File: src/rtl/multicore_pkg.sv
// Shared types for the multicore top level: store sizes, arbiter FSM states
// and the byte-lane helper used by the data-memory arbiter.
package multicore_pkg;

   localparam int unsigned NUM_CORES_DEF = 4;

   typedef enum logic [1:0] {
      SOP_SB = 2'd0,
      SOP_SH = 2'd1,
      SOP_SW = 2'd2
   } t_sop;

   localparam int unsigned SOP_W = $bits(t_sop);

   typedef enum logic [1:0] {
      IDLE,
      ISSUE,
      WAIT,
      ACK
   } t_arb_state;

   typedef struct packed {
      logic [3:0] be;
      logic       misalign;
   } t_lane;

   // A misaligned store keeps its memory slot but writes no bytes.
   function automatic t_lane store_lanes(input t_sop sop, input logic [1:0] a);
      t_lane l;
      l = '0;
      case (sop)
         SOP_SB: l.be = 4'b0001 << a;
         SOP_SH: begin
            l.misalign = a[0];
            l.be       = a[0] ? 4'b0000 : (4'b0011 << a);
         end
         default: begin
            l.misalign = (a != 2'd0);
            l.be       = (a != 2'd0) ? 4'b0000 : 4'b1111;
         end
      endcase
      return l;
   endfunction

endpackage

File: src/rtl/dmem_arbiter_rr_picker.sv
// Round-robin winner selection: rotate the request vector so the pointer
// position is bit 0, then take the lowest set bit.
module rr_picker #(
   parameter int unsigned NUM_CORES = 4,
   parameter int unsigned IDX_W     = $clog2(NUM_CORES)
) (
   input  logic [NUM_CORES-1:0] req,
   input  logic [IDX_W-1:0]     ptr,
   output logic                 valid,
   output logic [IDX_W-1:0]     idx
);

   logic [NUM_CORES-1:0] rot;
   logic                 found;

   function automatic int unsigned wrap(input int unsigned v);
      return (v >= NUM_CORES) ? v - NUM_CORES : v;
   endfunction

   always_comb begin
      rot   = '0;
      valid = |req;
      idx   = '0;
      found = 1'b0;
      for (int unsigned i = 0; i < NUM_CORES; i++) begin
         rot[i] = req[wrap(int'(ptr) + i)];
      end
      for (int unsigned i = 0; i < NUM_CORES; i++) begin
         if (!found && rot[i]) begin
            found = 1'b1;
            idx   = IDX_W'(wrap(int'(ptr) + i));
         end
      end
   end

endmodule

File: src/rtl/dmem_arbiter.sv
// Round-robin arbiter sharing one single-ported data memory between the
// memory stages of NUM_CORES pipelines; one transaction in flight at a time.
module dmem_arbiter
   import multicore_pkg::*;
#(
   parameter int unsigned NUM_CORES = NUM_CORES_DEF,
   parameter int unsigned ADDR_W    = 32,
   parameter int unsigned DATA_W    = 32,
   parameter int unsigned MEM_LAT   = 1
) (
   input  logic                        i_clk,
   input  logic                        i_rst,
   input  logic [NUM_CORES-1:0]        i_req,
   input  logic [NUM_CORES-1:0]        i_we,
   input  logic [NUM_CORES*ADDR_W-1:0] i_addr,
   input  logic [NUM_CORES*DATA_W-1:0] i_wdata,
   input  logic [NUM_CORES*SOP_W-1:0]  i_sop,
   output logic [NUM_CORES-1:0]        o_ack,
   output logic [NUM_CORES-1:0]        o_stall,
   output logic [DATA_W-1:0]           o_rdata,
   output logic                        o_misalign,
   output logic                        o_mem_en,
   output logic                        o_mem_we,
   output logic [ADDR_W-1:0]           o_mem_addr,
   output logic [DATA_W-1:0]           o_mem_wdata,
   output logic [3:0]                  o_mem_be,
   input  logic [DATA_W-1:0]           i_mem_rdata
);

   localparam int unsigned IDX_W = $clog2(NUM_CORES);
   localparam int unsigned LAT_W = (MEM_LAT > 1) ? $clog2(MEM_LAT + 1) : 1;

   t_arb_state        state, state_nx;
   logic [IDX_W-1:0]  rr_ptr;
   logic [IDX_W-1:0]  win_idx;
   logic              win_mis;
   logic [LAT_W-1:0]  lat_cnt;

   logic              pick_valid;
   logic [IDX_W-1:0]  pick_idx;
   logic              sel_we;
   logic [ADDR_W-1:0] sel_addr;
   logic [DATA_W-1:0] sel_wdata;
   t_sop              sel_sop;
   t_lane             sel_lane;

   rr_picker #(
      .NUM_CORES (NUM_CORES),
      .IDX_W     (IDX_W)
   ) u_picker (
      .req   (i_req),
      .ptr   (rr_ptr),
      .valid (pick_valid),
      .idx   (pick_idx)
   );

   always_comb begin
      sel_we    = i_we[pick_idx];
      sel_addr  = i_addr[pick_idx*ADDR_W +: ADDR_W];
      sel_wdata = i_wdata[pick_idx*DATA_W +: DATA_W];
      sel_sop   = t_sop'(i_sop[pick_idx*SOP_W +: SOP_W]);
      sel_lane  = store_lanes(sel_sop, sel_addr[1:0]);
   end

   always_comb begin
      state_nx = state;
      case (state)
         IDLE:    if (pick_valid) state_nx = ISSUE;
         ISSUE:   state_nx = WAIT;
         WAIT:    if (lat_cnt == '0) state_nx = ACK;
         ACK:     state_nx = IDLE;
         default: state_nx = IDLE;
      endcase
   end

   always_comb begin
      o_ack = '0;
      if (state == ACK) o_ack[win_idx] = 1'b1;
      o_misalign = (state == ACK) && win_mis;
      o_stall    = i_req & ~o_ack;
   end

   // Memory port is loaded on the grant edge so it is valid exactly in ISSUE;
   // the latched request lives in these registers from then on.
   always_ff @(posedge i_clk) begin
      if (i_rst) begin
         state       <= IDLE;
         rr_ptr      <= '0;
         lat_cnt     <= '0;
         win_idx     <= '0;
         win_mis     <= 1'b0;
         o_rdata     <= '0;
         o_mem_en    <= 1'b0;
         o_mem_we    <= 1'b0;
         o_mem_addr  <= '0;
         o_mem_wdata <= '0;
         o_mem_be    <= '0;
      end else begin
         state       <= state_nx;
         o_mem_en    <= 1'b0;
         o_mem_we    <= 1'b0;
         o_mem_addr  <= '0;
         o_mem_wdata <= '0;
         o_mem_be    <= '0;
         case (state)
            IDLE: begin
               if (pick_valid) begin
                  win_idx     <= pick_idx;
                  win_mis     <= sel_lane.misalign;
                  o_mem_en    <= 1'b1;
                  o_mem_we    <= sel_we;
                  o_mem_addr  <= {sel_addr[ADDR_W-1:2], 2'b00};
                  o_mem_wdata <= sel_wdata << {sel_addr[1:0], 3'b000};
                  o_mem_be    <= sel_we ? sel_lane.be : 4'b1111;
               end
            end
            ISSUE: lat_cnt <= LAT_W'(MEM_LAT - 1);
            WAIT: begin
               if (lat_cnt == '0) o_rdata <= i_mem_rdata;
               else               lat_cnt <= lat_cnt - 1'b1;
            end
            ACK: rr_ptr <= (win_idx == IDX_W'(NUM_CORES - 1)) ? '0 : win_idx + 1'b1;
            default: ;
         endcase
      end
   end

endmodule

File: config.mk
export PLATFORM = sky130hd
export DESIGN_NAME = dmem_arbiter
export DESIGN_NICKNAME = d
export VERILOG_FILES = /design/src/rtl/multicore_pkg.sv /design/src/rtl/dmem_arbiter_rr_picker.sv /design/src/rtl/dmem_arbiter.sv
export SDC_FILE = /design/constraint.sdc
export NUM_CORES = 1
export LEC_CHECK = 0
export CAP_MARGIN = 5
export CORE_AREA = 2 2 164 166
export CTS_BUF_LIST = sky130_fd_sc_hd__clkbuf_4
export DETAILED_ROUTE_END_ITERATION = 8
export DIE_AREA = 0 0 166 168
export GPL_TIMING_DRIVEN = 0
export SYNTH_ARGS = -nofsm -noshare
export SYNTH_HDL_FRONTEND = slang
export SYNTH_SLANG_ARGS = --single-unit
File: constraint.sdc
create_clock -name i_clk -period 2.9 [get_ports i_clk]
set_input_delay 0.58 -clock i_clk [delete_from_list [all_inputs] [get_ports i_clk]]
set_output_delay 0.58 -clock i_clk [all_outputs]
set_load 0.02 [all_outputs]
==> flow_metrics.env <==
export IMPL_status="complete, no violations"
export IMPL_rrSetupSlack_ps=240
export IMPL_yosys_area_share_simple_pct=10.5
export IMPL_cp_slowest_cell="clkdlybuf4s50_1"
export IMPL_root_buffer="clkbuf_4"
export IMPL_fp_row_count=60
export IMPL_ys_seq_area_share_pct=37.7
export IMPL_globalRoute_totalOverflow=0
export IMPL_avgRoutedWirePerCell_um=20.2
export IMPL_gp_congestion=0.859
export IMPL_min_path_cells=2
export IMPL_drtAntennaViolNets=0
export IMPL_antenna_found_initial=3
export IMPL_die_area_um2=27900
export IMPL_die_h_um=168
export IMPL_cts_max_level=3
export IMPL_whs_ps=510
export IMPL_cts_tree="built"
export IMPL_tightest_slew_ps=730
export IMPL_ir_worst_vdd_uv=233
export IMPL_required_ps=3300
export IMPL_power_leakage_nw=3.82
export IMPL_min_path_type="flip-flop to flip-flop"
export IMPL_drtIter0Drc=236
export IMPL_cp_depth=10
export IMPL_post_route_util_pct=39.6
export IMPL_worstRegToRegCells=9
export IMPL_period_minus_slack_ps=2810
export IMPL_num_fill_cells=2667
export IMPL_critPathTopFamily="buffers and inverters"
export IMPL_min_to="o_rdata[13]$_SDFFE_PP0P_"
export IMPL_criticalPathCategory="primary input to flip-flop"
export IMPL_grt_first_pass_wirelength_mm=37.5
export IMPL_fin_crit_sh_pct=97.0
export IMPL_hold_start="o_rdata[13]$_SDFFE_PP0P_"
export IMPL_hold_viol=0
export IMPL_drv_slew=0
export IMPL_mostFrequentLayoutCell="clkdlybuf4s50_1"
export IMPL_syn_area_um2=5690
export IMPL_clk_pin_slew_ps=180
export IMPL_die_width_um=166
export IMPL_synth_xor_area_share_pct=0.308
export IMPL_ys_flop_type="dfxtp_1"
export IMPL_rr_endpoint="o_mem_wdata[29]$_SDFF_PP0_"
export IMPL_postRouteWirelength_mm=26.5
export IMPL_drv_cap=0
export IMPL_synthMuxAreaShare_pct=31.3
export IMPL_slew_headroom_pct=51.4
export IMPL_synth_area_leader_cell="dfxtp_1"
export IMPL_clkSinkCount=107
export IMPL_cts_made_buffers=9
export IMPL_hpwl_mm=21.9
export IMPL_first_pass_iters=4
export IMPL_drive_gt1_share_pct=9.54
export IMPL_yosysTopAreaCellShare_pct=37.7
export IMPL_crit_path_start_kind="primary input"
export IMPL_synth_seq_cells=107
export IMPL_final_cell_mix="clkdlybuf4s50_1, dfxtp_1, mux2i_1, a211oi_1, nor2_1"
export IMPL_insertion_delay_ps=500
export IMPL_fin_nets=1273
export IMPL_yosysWarningCount=0
export IMPL_cts_hold_fix_buffers=0
export IMPL_rsz0062_at_grt="false"
export IMPL_fin_skew_ps=24.5
export IMPL_avgViaCountPerCell=4.51
export IMPL_syn_area_per_cell_um2=10.6
export IMPL_synth_compound_area_share_pct=13.0
export IMPL_syn_instance_count=535
export IMPL_area_growth_syn_to_layout_pct=83.3
export IMPL_yosys_top_cells_area="dfxtp_1, mux2i_1, mux4_2"
export IMPL_cp_cell_sequence="clkdlybuf4s50_1, mux2i_1, o22ai_2, or2_1, buf_6, mux4_2, buf_2, buf_6, mux2i_1, o22ai_1"
export IMPL_finalSetupViolCount=0
export IMPL_io_pins=417
export IMPL_arrival_ps=3210
export IMPL_port_buffers=414
export IMPL_gr_usage_all_layers_pct=18.1
export IMPL_power_mw=5.15
export IMPL_synth_top_family_by_area="multiplexers"
export IMPL_r2r_start="rr_ptr[1]$_SDFFE_PP0P_"
export IMPL_synth_edf_count=0
export IMPL_ys_types=41
export IMPL_clock_fmax_mhz=355
export IMPL_cp_max_fo=10
export IMPL_cp_slowest_stage_delay_ps=600
export IMPL_cts_buffer_depth=2
export IMPL_grt_max_degree=19
export IMPL_vias=5894
export IMPL_powerDensity_nw_per_um2=494
export IMPL_start_util_pct=21.6
export IMPL_synthArstFlopShare_pct=0
export IMPL_crit_buf_inv=4
export IMPL_end_kind="flip-flop"
export IMPL_core_area_um2=26400
export IMPL_synth_adder_area_share_pct=1.76
export IMPL_grt_pass1_vias=5824
export IMPL_drc_errors=0
-- state kept, by name, summed over array words and instances (netlist names) --
| signal | flops |
|---|---|
| o_mem_we | 1 |
| win_mis | 1 |
| o_mem_addr | 30 |
| o_mem_en | 1 |
| rr_ptr | 2 |
| o_mem_wdata | 32 |
| o_rdata | 32 |
| o_mem_be | 4 |
| state | 2 |
| win_idx | 2 |
-- worst reg2reg max path: stages (launching register included) --
cell and delay (ps):
dfxtp_1 510, mux2i_1 250, o22ai_2 120, or2_1 230, buf_6 160, mux4_2 330
buf_2 240, buf_6 220, mux2i_1 360, o22ai_1 140
-- worst max path at each step --
stage,start,to,slack (ps)
floorplan,i_req[1],o_mem_wdata[30]$_SDFF_PP0_,490
global placement,i_req[0],o_mem_wdata[29]$_SDFF_PP0_,-1220
detailed placement,i_req[0],o_mem_wdata[29]$_SDFF_PP0_,-1220
CTS,i_req[1],o_mem_wdata[29]$_SDFF_PP0_,9
global route,i_req[0],o_mem_wdata[7]$_SDFF_PP0_,3
finish,i_req[0],o_mem_wdata[29]$_SDFF_PP0_,90
-- what timing repair did --
action                                  in CTS  in global routing
endpoints found under the setup margin      64                 21
gates resized for setup                      8                 12
buffers inserted                             0                  0
gates cloned                                 0                  0
-- cell families after synthesis --
kind of cell	count (synthesis)
flip-flops	107
buffers and inverters	67
multiplexers	129
AND/OR/NAND/NOR	119
AO/OA/AOI/OAI	102
other	1
adder cells (fa/ha/maj)	8
XOR/XNOR	2
-- Yosys cell counts (2+ instances only) --
| library cell | number |
|---|---|
| mux4_2 | 39 |
| nor2_1 | 55 |
| o21ai_0 | 2 |
| inv_1 | 18 |
| buf_2 | 13 |
| buf_1 | 9 |
| o31ai_1 | 2 |
| nand2_1 | 5 |
| nor4_1 | 2 |
| a21oi_1 | 12 |
| buf_6 | 3 |
| dfxtp_1 | 107 |
| and2_1 | 13 |
| mux2i_1 | 90 |
| a211oi_1 | 71 |
| buf_4 | 5 |
| xnor2_1 | 2 |
| ha_1 | 8 |
| clkbuf_1 | 18 |
| nor2b_1 | 33 |
| o22ai_1 | 8 |
-- metrics by stage --
step | TNS, ps | instances | cell area, um^2 | setup WS (ps)
after floorplan | 0 | 536 | 5690 | 489
after global placement | -53110 | 1291 | 10300 | -1220
after detailed placement | -56630 | 1291 | 10300 | -1220
after CTS | 0 | 1306 | 10400 | 9.21
after global routing | 0 | 1308 | 10400 | 3.06
final | 0 | 1308 | 10400 | 86.6
-- final cells by class --
cell class	instances	area [um^2]	area share [%]
inverter	19	72.6	0.696
buffer	46	255	2.45
clock buffer	10	75.1	0.720
multi-input combinational	362	3250	31.2
antenna	3	7.51	0.0720
clock inverter	6	48.8	0.468
sequential	107	2140	20.5
tap	341	427	4.09
timing repair buffer	414	4150	39.8
-- layer usage --
layer	vias up	GRT usage [%]	share of wire, %	wire length, um
met2	247	29.5	48	12600
li1	2809	-	-	-
met5	-	0	0	0
met1	2806	23.6	43	11500
met3	32	4.89	6.8	1790
met4	0	5.37	2.0	538
-- power breakdown --
part	total [mW]	switching [mW]	leakage [nW]	internal, mW
clock	0.767	0.571	0.0666	0.196
sequential	1.82	0.0907	0.876	1.73
combinational	2.56	1.27	2.88	1.29
total	5.15	1.93	3.82	3.22
No activity file was read; power rests on OpenSTA's default activity.
